`src/rtl/button_event_pkg.sv`:
```
// Shared types and default constants for the button_event press classifier.
package button_event_pkg;

   typedef enum logic [1:0] {
      WAIT_REL  = 2'd0,
      IDLE      = 2'd1,
      PRESSED   = 2'd2,
      LONG_HELD = 2'd3
   } btn_state_t;

   localparam int LONG_CYCLES_DEF   = 25_000_000;
   localparam int REPEAT_CYCLES_DEF = 5_000_000;
   localparam int CNT_W_DEF         = 25;

endpackage

```
`src/rtl/button_event_if.sv`:
```
// Debounced level in, classified event pulses and held level out.
interface button_event_if;

   logic data_debounced;
   logic press_pulse;
   logic release_pulse;
   logic short_press;
   logic long_press;
   logic repeat_pulse;
   logic held;

   modport master (
      output data_debounced,
      input  press_pulse, release_pulse, short_press, long_press, repeat_pulse, held
   );

   modport slave (
      input  data_debounced,
      output press_pulse, release_pulse, short_press, long_press, repeat_pulse, held
   );

endinterface

```
`src/rtl/btn_cycle_timer.sv`:
```
// Up-counter with synchronous clear, enable and terminal-count compare.
module btn_cycle_timer #(
   parameter int CNT_W = 25
) (
   input  logic             clk,
   input  logic             reset,
   input  logic             clr_i,
   input  logic             en_i,
   input  logic [CNT_W-1:0] cmp_i,
   output logic             tc_o
);

   logic [CNT_W-1:0] cnt_q, cnt_d;

   always_comb begin
      cnt_d = cnt_q;
      if (clr_i)
         cnt_d = '0;
      else if (en_i)
         cnt_d = cnt_q + 1'b1;
   end

   always_ff @(posedge clk) begin
      if (reset)
         cnt_q <= '0;
      else
         cnt_q <= cnt_d;
   end

   assign tc_o = (cnt_q == cmp_i);

endmodule

```
`src/rtl/button_event.sv`:
```
// Press classifier: turns the debounced level into press/release/short/long/repeat pulses.
// Auto-repeat is built only when BUTTON_AUTO_REPEAT_EN is defined.
//
// state     | meaning
// WAIT_REL  | after reset, waiting for the button to be released before arming
// IDLE      | armed, button released
// PRESSED   | held, long threshold not yet reached
// LONG_HELD | held past the long threshold (auto-repeat region)
module button_event
   import button_event_pkg::*;
#(
   parameter int LONG_CYCLES   = LONG_CYCLES_DEF,
   parameter int REPEAT_CYCLES = REPEAT_CYCLES_DEF,
   parameter int CNT_W         = CNT_W_DEF
) (
   input  logic           clk,
   input  logic           reset,
   button_event_if.slave  bus
);

   localparam logic [CNT_W-1:0] LONG_CMP   = CNT_W'(LONG_CYCLES - 1);
   localparam logic [CNT_W-1:0] REPEAT_CMP = CNT_W'(REPEAT_CYCLES - 1);

   btn_state_t       state_q, state_d;
   logic             cnt_clr, cnt_en, cnt_tc;
   logic [CNT_W-1:0] cnt_cmp;

   logic press_q,   press_d;
   logic release_q, release_d;
   logic short_q,   short_d;
   logic long_q,    long_d;
   logic repeat_d;
   logic held_q,    held_d;

   assign cnt_cmp = (state_q == LONG_HELD) ? REPEAT_CMP : LONG_CMP;

   btn_cycle_timer #(.CNT_W(CNT_W)) u_timer (
      .clk   (clk),
      .reset (reset),
      .clr_i (cnt_clr),
      .en_i  (cnt_en),
      .cmp_i (cnt_cmp),
      .tc_o  (cnt_tc)
   );

   always_comb begin
      state_d   = state_q;
      cnt_clr   = 1'b0;
      cnt_en    = 1'b0;
      press_d   = 1'b0;
      release_d = 1'b0;
      short_d   = 1'b0;
      long_d    = 1'b0;
      repeat_d  = 1'b0;
      case (state_q)
         WAIT_REL: begin
            if (!bus.data_debounced)
               state_d = IDLE;
         end
         IDLE: begin
            if (bus.data_debounced) begin
               state_d = PRESSED;
               cnt_clr = 1'b1;
               press_d = 1'b1;
            end
         end
         PRESSED: begin
            // release is checked first so it wins on the threshold cycle
            if (!bus.data_debounced) begin
               state_d   = IDLE;
               release_d = 1'b1;
               short_d   = 1'b1;
            end else if (cnt_tc) begin
               state_d = LONG_HELD;
               cnt_clr = 1'b1;
               long_d  = 1'b1;
            end else begin
               cnt_en = 1'b1;
            end
         end
         LONG_HELD: begin
            if (!bus.data_debounced) begin
               state_d   = IDLE;
               release_d = 1'b1;
            end else begin
`ifdef BUTTON_AUTO_REPEAT_EN
               if (cnt_tc) begin
                  cnt_clr  = 1'b1;
                  repeat_d = 1'b1;
               end else begin
                  cnt_en = 1'b1;
               end
`endif
            end
         end
         default: state_d = WAIT_REL;
      endcase
      held_d = (state_d == PRESSED) || (state_d == LONG_HELD);
   end

   always_ff @(posedge clk) begin
      if (reset) begin
         state_q   <= WAIT_REL;
         press_q   <= 1'b0;
         release_q <= 1'b0;
         short_q   <= 1'b0;
         long_q    <= 1'b0;
         held_q    <= 1'b0;
      end else begin
         state_q   <= state_d;
         press_q   <= press_d;
         release_q <= release_d;
         short_q   <= short_d;
         long_q    <= long_d;
         held_q    <= held_d;
      end
   end

`ifdef BUTTON_AUTO_REPEAT_EN
   logic repeat_q;

   always_ff @(posedge clk) begin
      if (reset)
         repeat_q <= 1'b0;
      else
         repeat_q <= repeat_d;
   end

   assign bus.repeat_pulse = repeat_q;
`else
   logic unused_repeat;
   assign unused_repeat    = repeat_d;
   assign bus.repeat_pulse = 1'b0;
`endif

   assign bus.press_pulse   = press_q;
   assign bus.release_pulse = release_q;
   assign bus.short_press   = short_q;
   assign bus.long_press    = long_q;
   assign bus.held          = held_q;

endmodule

```
`src/flat_wrapper.sv`:
```
// flat-port wrapper written by rule: the top's interface ports become plain ports
module button_event_flat import button_event_pkg::*;
#(
   parameter int LONG_CYCLES   = LONG_CYCLES_DEF,
   parameter int REPEAT_CYCLES = REPEAT_CYCLES_DEF,
   parameter int CNT_W         = CNT_W_DEF
)
  (clk, reset, bus_data_debounced, bus_press_pulse, bus_release_pulse, bus_short_press, bus_long_press, bus_repeat_pulse, bus_held);
  button_event_if bus_i ();
  input  logic clk;
  input  logic reset;
  input wire logic [$bits(bus_i.data_debounced)-1:0] bus_data_debounced;
  output wire logic [$bits(bus_i.press_pulse)-1:0] bus_press_pulse;
  output wire logic [$bits(bus_i.release_pulse)-1:0] bus_release_pulse;
  output wire logic [$bits(bus_i.short_press)-1:0] bus_short_press;
  output wire logic [$bits(bus_i.long_press)-1:0] bus_long_press;
  output wire logic [$bits(bus_i.repeat_pulse)-1:0] bus_repeat_pulse;
  output wire logic [$bits(bus_i.held)-1:0] bus_held;
  assign bus_i.data_debounced = bus_data_debounced;
  assign bus_press_pulse = bus_i.press_pulse;
  assign bus_release_pulse = bus_i.release_pulse;
  assign bus_short_press = bus_i.short_press;
  assign bus_long_press = bus_i.long_press;
  assign bus_repeat_pulse = bus_i.repeat_pulse;
  assign bus_held = bus_i.held;
  button_event #(.LONG_CYCLES(LONG_CYCLES), .REPEAT_CYCLES(REPEAT_CYCLES), .CNT_W(CNT_W)) u_core (.clk(clk), .reset(reset), .bus(bus_i));
endmodule
```
`config.mk`:
```
export PLATFORM = sky130hd
export DESIGN_NAME = button_event_flat
export DESIGN_NICKNAME = d
export VERILOG_FILES = /design/src/rtl/button_event_pkg.sv /design/src/rtl/button_event_if.sv /design/src/rtl/btn_cycle_timer.sv /design/src/rtl/button_event.sv /design/src/flat_wrapper.sv
export SDC_FILE = /design/constraint.sdc
export NUM_CORES = 1
export LEC_CHECK = 0
export BUFFER_PORTS_ARGS = -buffer_cell sky130_fd_sc_hd__buf_4
export CORE_ASPECT_RATIO = 0.7
export CORE_UTILIZATION = 35
export CTS_CLUSTER_DIAMETER = 100
export DETAILED_ROUTE_END_ITERATION = 6
export SLEW_MARGIN = 20
export SYNTH_ARGS = -nofsm -noshare
export SYNTH_HDL_FRONTEND = slang
export SYNTH_SLANG_ARGS = --single-unit
```
`constraint.sdc`:
```
create_clock -name clk -period 2.17 [get_ports clk]
set_input_delay 0.1085 -clock clk [delete_from_list [all_inputs] [get_ports clk]]
set_output_delay 0.1085 -clock clk [all_outputs]
set_load 0.05 [all_outputs]
```
* Word level (Yosys, flattened, before mapping)
Index checks and enable logic that the tools add are counted.
** Cells by class
- Muxes and demuxes :: 14
- Equal/unequal tests :: 6
- $add $sub $neg :: 1
- Bitwise operators :: 3
- Reduce and logical (&&, ||, !) cells :: 8
** Operators by type and width (count)
- $add A25 B1 Y25 const B :: 1
- $eq A25 B25 Y1 :: 1
- $mux W25 :: 1
- $reduce_or A2 Y1 :: 6
- $eq A2 B2 Y1 const B :: 4
- $mux W2 :: 4
- $mux W1 :: 7
- $pmux W2 S3 :: 1
- $not A1 Y1 :: 3
- $eq A2 B1 Y1 const B :: 1
- $logic_not A2 Y1 :: 1
- $pmux W1 S2 :: 1
- $logic_or A1 B1 Y1 :: 1
** Word-level totals
- Register bits after elaboration :: 32
- Output and inout port bits :: 6
- Word-level logic and storage cells :: 39

* Depth between registers and ports, before layout
Gate-level depths: netlist of run 1.
- Depth after elaboration :: 8
- Depth in mapped cells :: 8

* Modules after synthesis
A second synthesis of run 1 with hierarchy kept.
** Unflattened totals
- Cells, all modules :: 198
- Area, all modules :: 1729.2 sq um
** By module, submodules not included
- btn_cycle_timer :: area each 1405.1 sq um, cells an instance 163, times used 1
- button_event :: area each 324.1 sq um, cells an instance 35, times used 1

* Worst setup path after synthesis of run 1
No wires, ideal clock.
- Kind :: reg-to-reg
- From :: reg u_core.state_q[0]
- To :: reg u_core.u_timer.cnt_q[11]
- Clock period less this slack :: 2000 ps
- Stages on the path, launching flop included :: 8
- Setup slack :: 170 ps
- Required time :: 2045 ps
- Arrival :: 1875 ps
- Cells stage by stage :: dfxtp_1 > ha_1 > or3b_2 > o22ai_1 > a41oi_1 > o21bai_2 > buf_4 > a21oi_1
** Between the ends
- Longest elaborated chain between the ends :: 7
- Elaborated cells between the ends (all ways) :: 12
** RTL lines
- from (decl) :: line button_event.sv:24 : btn_state_t state_q, state_d;
- from (signal assigned) :: line button_event.sv:110 : state_q <= state_d;
- $eq A2 B2 Y1 :: line button_event.sv:35 : assign cnt_cmp = (state_q == LONG_HELD) ? REPEAT_CMP : LONG_CMP;
- $mux W25 :: line button_event.sv:35
- $eq A25 B25 Y1 :: line btn_cycle_timer.sv:30 : assign tc_o = (cnt_q == cmp_i);
- $mux W1 :: line button_event.sv:73 : end else if (cnt_tc) begin
- $mux W1 :: line button_event.sv:69 : if (!bus.data_debounced) begin
- $pmux W1 S2 :: line button_event.sv:55 : case (state_q)
- $reduce_or A2 Y1 (no source line)
- to (signal assigned) :: line btn_cycle_timer.sv:27 : cnt_q <= cnt_d;
- to (decl) :: line btn_cycle_timer.sv:13 : logic [CNT_W-1:0] cnt_q, cnt_d;
Parallel ways exist; a longest one is shown, timed or not.
A chain may end at the register's enable or synchronous reset.

* Final worst setup path of run 1
- From :: reg u_core.state_q[0]
- To :: reg u_core.u_timer.cnt_q[4]
The elaborated chain is that of the path after synthesis.

==> results.cfg, run 1 <==
[logic_synthesis]
synthXorXnorAreaFrac = 0.0460
ys_seq_area_frac = 0.373
synth.avg_cell_area_um2 = 8.80
ys_top_cells_by_area = dfxtp_1 (37%), a21oi_1 (5.3%), o31ai_1 (4.8%)
yosysTopAreaCellShare = 0.373
synth_fa_ha_area_frac = 0.0365
postSynthCellCount = 195
synth_compound_area_frac = 0.163
muxShareOfSynthArea = 0.00584
yosys.area_share.simple = 0.309
synth_top_area_cell = dfxtp_1
yosys.cell_types.count = 45
synth_top_family_by_area = simple AND/OR/NAND/NOR gates
syn_nets = 203
synth-seq-cells = 32
synth_area_um2 = 1720
yosysWarnings = 0

[routing]
via_per_inst = 5.38
drt-total-wl_mm = 3.80
routedWlPerCell_um = 13.7
ant_nets = 0
vias = 1490
drtIter0Drc = 130
first_pass_iters = 4
drc = 0

[finish]
area_delta_synth_final_pct = 15.8
layout_common_cells = dfxtp_1 (32), a21oi_1 (18), buf_4 (17)
drive_gt1_frac = 0.190
diodes = 0
nNetsFinal = 218
fillers = 463
utilization = 0.438
final_common_cell = dfxtp_1

[clock_network]
cts_tree = done
cts_root_buf = clkbuf_8
cts.sinks = 32
clk_pin_slew_ps = 70
clk_path_buf_depth = 2
clk_latency_ps = 290
numCtsBuffers = 5
cts_max_level = 2

[min_path]
worstHoldStart = reset
hold_class = input pin to flop

[power_and_ir_drop]
p_leak_nw = 0.682
powerDensity_nw_per_um2 = 599
vdd_ir_drop_max_v = 0.000301

[global_route]
grt_pass1_wl_mm = 6.30
antenna_found_initial = 0
grt_use_total = 0.160
grt_start_max_net_pins = 26
grt_pass1_vias = 1277
overflow = 0

[sta]
slew_violations = 0
finalHoldViolCount = 0
setup_tns_ps = 0
fmax_mhz = 495
clock_skew_ps = 5.10
period_share = 0.930
min_period_ps = 2020
final-setup-viol-count = 0
rsz0062_at_grt = no

[die]
io_pins = 9
coreArea_um2 = 4530
num_rows = 20
start_util = 0.379
die_w_um = 85.7
fp.dieArea_um2 = 5190
die_h_um = 60.6

[critical_path]
cp-start-kind = flop
critPathKind = flop to flop
crit_start = u_core.state_q[0]$_SDFF_PP0_
required_ps = 2380
cp_max_fo = 16
cp-end-kind = flop
r2r-start = u_core.state_q[0]$_SDFF_PP0_
crit_arrival_ps = 2230

[job]
maxCapViolCount = 0

[place]
gp_congestion = 0.832
port-buffer-count = 7
place.detailed.hpwl_mm = 2.67

[status]
status = completed
worst max-delay path: stages, from the launching register on:
cell and delay, ps:
dfxtp_1 380, ha_1 180, or3b_2 450, o22ai_2 200
and4_4 350, buf_12 160, nor3_2 50, a211oi_2 180
state kept, by name, summed over array words and instances, names as in the netlist:
signal and flops:
u_core.u_timer.cnt_q 25, u_core.state_q 2, u_core.bus.long_press 1, u_core.bus.press_pulse 1, u_core.bus.held 1, u_core.bus.short_press 1, u_core.bus.release_pulse 1
logic make-up after synthesis:
family,Yosys count
adders and majority gates,5
muxes,1
AOI/OAI and AO/OA,42
DFF,32
and+or+nand+nor,87
xor gates and xnor gates,9
buffers and inverters,18
other,1
report_power, final:
part / switching [W] / internal, W
combinational: 0.0000692 / 0.0000382
sequential: 0.00000708 / 0.000597
clock: 0.000220 / 0.000259
total: 0.000297 / 0.000894
Yosys cell counts (all sizes together):
cell     number
a21o          1
nand2b        1
nand4         7
xnor2         5
nand2        13
conb          1
or4          11
o2bb2ai       2
nor4          3
nand3         9
ha            5
inv           7
clkbuf        4
a211oi        2
nor3          9
buf           7
or4bb         1
dfxtp        32
xor2          4
a41oi         1
o31ai        11
nand3b        1
or2           2
and2          2
o21bai        1
or4b          2
a21oi        18
o21ai         4
nor3b         1
or3           2
o22ai         1
nor2         14
and3          6
and4          2
or3b          1
mux2i         1
a41o          1
final timing paths:
check	end	slack, ps	cells after the start
setup / recovery	u_core.u_timer.cnt_q[4]$_SDFFE_PP0P_	150	7
hold / removal	u_core.bus.press_pulse$_SDFF_PP0_	60	2
setup reg to reg	u_core.u_timer.cnt_q[4]$_SDFFE_PP0P_	150	7
hold reg to reg	u_core.u_timer.cnt_q[10]$_SDFFE_PP0P_	500	2
layer usage:
layer	wire [um]	up-vias	part of all wire	global-route usage
li1	-	748	-	-
met1	2040	695	0.54	0.250
met2	1440	40	0.38	0.197
met3	273	7	0.072	0.0463
met4	48	0	0.013	0.0643
met5	0	-	0	0
cell type report:
| cell class | instances | area, um2 | area share |
|---|---|---|---|
| tap | 66 | 82.6 | 0.0416 |
| clock buffer | 8 | 90.1 | 0.0454 |
| timing repair buffer | 19 | 168 | 0.0844 |
| multi-input combinational | 145 | 978 | 0.493 |
| inverter | 7 | 26.3 | 0.0132 |
| sequential | 32 | 641 | 0.323 |
what timing repair did:
item                       4_1_cts  5_1_grt
setup endpoints to repair        0       15
setup buffers                    0        4
hold buffers                     0        0
resized for setup                0        3
per-stage QoR:
step	total power (W)	hold WS [ps]	cell area, um2	std cells	setup slack [ps]
finish	0.00119	55.5	1990	277	151
floorplan	0.000696	403	1720	195	170
global placement	0.000723	354	1850	265	93.2
detailed placement	0.000723	358	1850	265	53.5
CTS	0.00121	47.9	1940	273	45.0
global route	0.00124	55.3	1990	277	23.2
No activity file was read; power rests on OpenSTA's default activity.
==> run 2, diff against run 1 <==
- SYNTH_HIERARCHICAL: unset -> 1
- clock period: 2.17 -> 1.8 ns (I/O delays scaled with it)
==> run 2 against run 1 <==
  * The flow now finishes with violations (setup timing)
  * Sequential share of layout area decreased by 9.2 points
  * Count of clock-buffer cells in the layout unchanged
  * Cell count increased by 22%
  * Utilization increased by 16 points
  * Design area increased by 37%
  * Flip-flop and latch count decreased by 1
  * Sequential power increased by 16%
  * Clock power increased by 31%
  * Power increased by 31%
  * First-iteration DRC count decreased by 48%
  * Critical path depth increased by 5
  * Clock skew increased by 2.0 ps
  * Critical path type unchanged
  * Largest cell class unchanged
==> results.cfg, run 2 <==
[status]
status = finished with violations
violations = setup timing

[finish]
diodes = 0
final_common_cell = buf_4
area_delta_synth_final_pct = 57.1
top_register = u_core/u_timer/cnt_q
layout_common_cells = buf_4 (49), dfxtp_1 (29), xor2_1 (21)
design_area_um2 = 2720
largest_reg_flops = 25
nNetsFinal = 281
utilization = 0.600
drive_gt1_frac = 0.425

[routing]
routedWlPerCell_um = 14.3
drtIter0Drc = 68
via_per_inst = 4.99
drt-total-wl_mm = 4.85
top_layer_used = met4
dr_wl_met3_um = 158
met2RoutedLength_mm = 2.14
ant_nets = 0
met1Wirelength_mm = 2.51
vias = 1693
first_pass_iters = 4
drc = 0

[min_path]
holdPathEnd = u_core/bus.held$_SDFF_PP0_
min_path_cells = 2
hold_class = input pin to flop
worstHoldStart = reset

[clock_network]
cts.sinks = 31
clk_pin_slew_ps = 70
clk_path_buf_depth = 2
numCtsBuffers = 5
cts_max_level = 2
clk_latency_ps = 290
cts_root_buf = clkbuf_8
cts_tree = done
holdBufCountCts = 0

[place]
gp_congestion = 0.811
place.detailed.hpwl_mm = 2.93
port-buffer-count = 7
place_area_um2 = 2250

[die]
num_rows = 20
start_util = 0.382
die_w_um = 86.0
die_h_um = 60.8
coreArea_um2 = 4530
fp.dieArea_um2 = 5230
io_pins = 9

[critical_path]
required_ps = 2020
max_stage_delay_ps = 570
cp-start-kind = flop
r2r_slack_ps = -810
critPathSlowestCell = or4_4
r2r-end = u_core/u_timer/cnt_q[23]$_SDFFE_PP0P_
crit_arrival_ps = 2830
cp_cell_sequence = ha_4, clkinvlp_4, buf_6, xor2_1, nor4_1, nand4_1, nor4_2, and3b_2, and4_4, nand3_4, or4_4, a21oi_2
r2r-start = u_core/state_q[0]$_SDFF_PP0_
path_depth = 12
cp_max_fo = 6
path_delay_family = simple AND/OR/NAND/NOR gates
crit_buf_inv = 2
cp-end-kind = flop
reg2regPathDepth = 12
critPathKind = flop to flop

[logic_synthesis]
synth_edf_count = 0
yosys.cell_types.count = 33
synthFlopType = dfxtp_1
yosysWarnings = 6
yosysMostFrequentCell = dfxtp_1
yosysTopAreaCellShare = 0.359
synthArstFlopShare = 0
synthTopCellsByCount = dfxtp_1 (31), xor2_1 (22), a21oi_1 (16), nor2_1 (16), xnor2_1 (14)
postSynthCellCount = 198
ys_top_cells_by_area = dfxtp_1 (36%), xor2_1 (11%), xnor2_1 (7.1%)
ys_seq_area_frac = 0.359
synth-seq-cells = 31
synth_top_area_cell = dfxtp_1
synth_area_um2 = 1730
synth.avg_cell_area_um2 = 8.73

[power_and_ir_drop]
vdd_ir_drop_max_v = 0.000290
total_power_w = 0.00156
powerDensity_nw_per_um2 = 574
p_leak_nw = 1.06

[sta]
fin_ws_ps = -805
final-setup-viol-count = 28
fmax_mhz = 384
min_period_ps = 2610
period_share = 1.45
finalHoldViolCount = 0
slew_violations = 0
setup_tns_ps = -18130
holdWs_ps = 14.1
clock_skew_ps = 7.07
rsz0062_at_grt = yes

[global_route]
antenna_found_initial = 0
grt_use_total = 0.176
overflow = 0
grt_start_max_net_pins = 26
grt_pass1_wl_mm = 6.94
grt_pass1_vias = 1479

[job]
maxCapViolCount = 0
==> run 2: metrics by stage <==
stage / setup slack [ps] / instances
global route: -873 / 339
CTS: -773 / 332
global placement: -699 / 319
floorplan: -749 / 214
finish: -805 / 339
detailed placement: -842 / 319
==> run 2: cells by family after synthesis <==
| group | after synthesis | synth area share |
|---|---|---|
| other cells | 2 | 0.00434 |
| flops | 31 | 0.359 |
| buf+inv | 16 | 0.0405 |
| fa+ha+maj | 6 | 0.0434 |
| simple gates | 74 | 0.249 |
| mux | 1 | 0.00579 |
| compound gates | 32 | 0.116 |
| xor+xnor | 36 | 0.182 |
==> run 2: worst max path at each step <==
stage                                      start                               endpoint  slack (ps)
detailed placement  u_core/state_q[0]$_SDFF_PP0_  u_core/u_timer/cnt_q[12]$_SDFFE_PP0P_        -840
floorplan             u_core/bus.held$_SDFF_PP0_   u_core/u_timer/cnt_q[7]$_SDFFE_PP0P_        -750
finish              u_core/state_q[0]$_SDFF_PP0_  u_core/u_timer/cnt_q[23]$_SDFFE_PP0P_        -810
global route        u_core/state_q[0]$_SDFF_PP0_  u_core/u_timer/cnt_q[23]$_SDFFE_PP0P_        -870
global placement    u_core/state_q[0]$_SDFF_PP0_  u_core/u_timer/cnt_q[20]$_SDFFE_PP0P_        -700
CTS                 u_core/state_q[0]$_SDFF_PP0_  u_core/u_timer/cnt_q[12]$_SDFFE_PP0P_        -770
==> run 2: timing repair <==
item                                    4_1_cts  5_1_grt
cloned                                        0        3
pin swaps                                     9       18
setup buffers                                 6        4
gates resized for setup                       9       46
endpoints found under the setup margin       28       28
==> run 2: cell type report <==
class	count	area [um2]
Tap cell	66	82.6
Inverter	6	26.3
Clock buffer	8	100
Multi-Input combinational cell	168	1350
Timing Repair Buffer	60	528
Fill cell	363	1810
Sequential cell	31	626
==> run 2: routing by layer <==
metal  track usage  vias up
met5             0        -
met4        0.0595        0
met3        0.0503        6
met2         0.259       29
met1         0.248      819
li1              -      839
==> run 2: power by group <==
part / internal (W) / leakage (nW) / switching, W
combinational: 0.0000987 / 0.753 / 0.000129
clock: 0.000349 / 0.0515 / 0.000279
sequential: 0.000696 / 0.251 / 0.00000686
total: 0.00114 / 1.06 / 0.000415
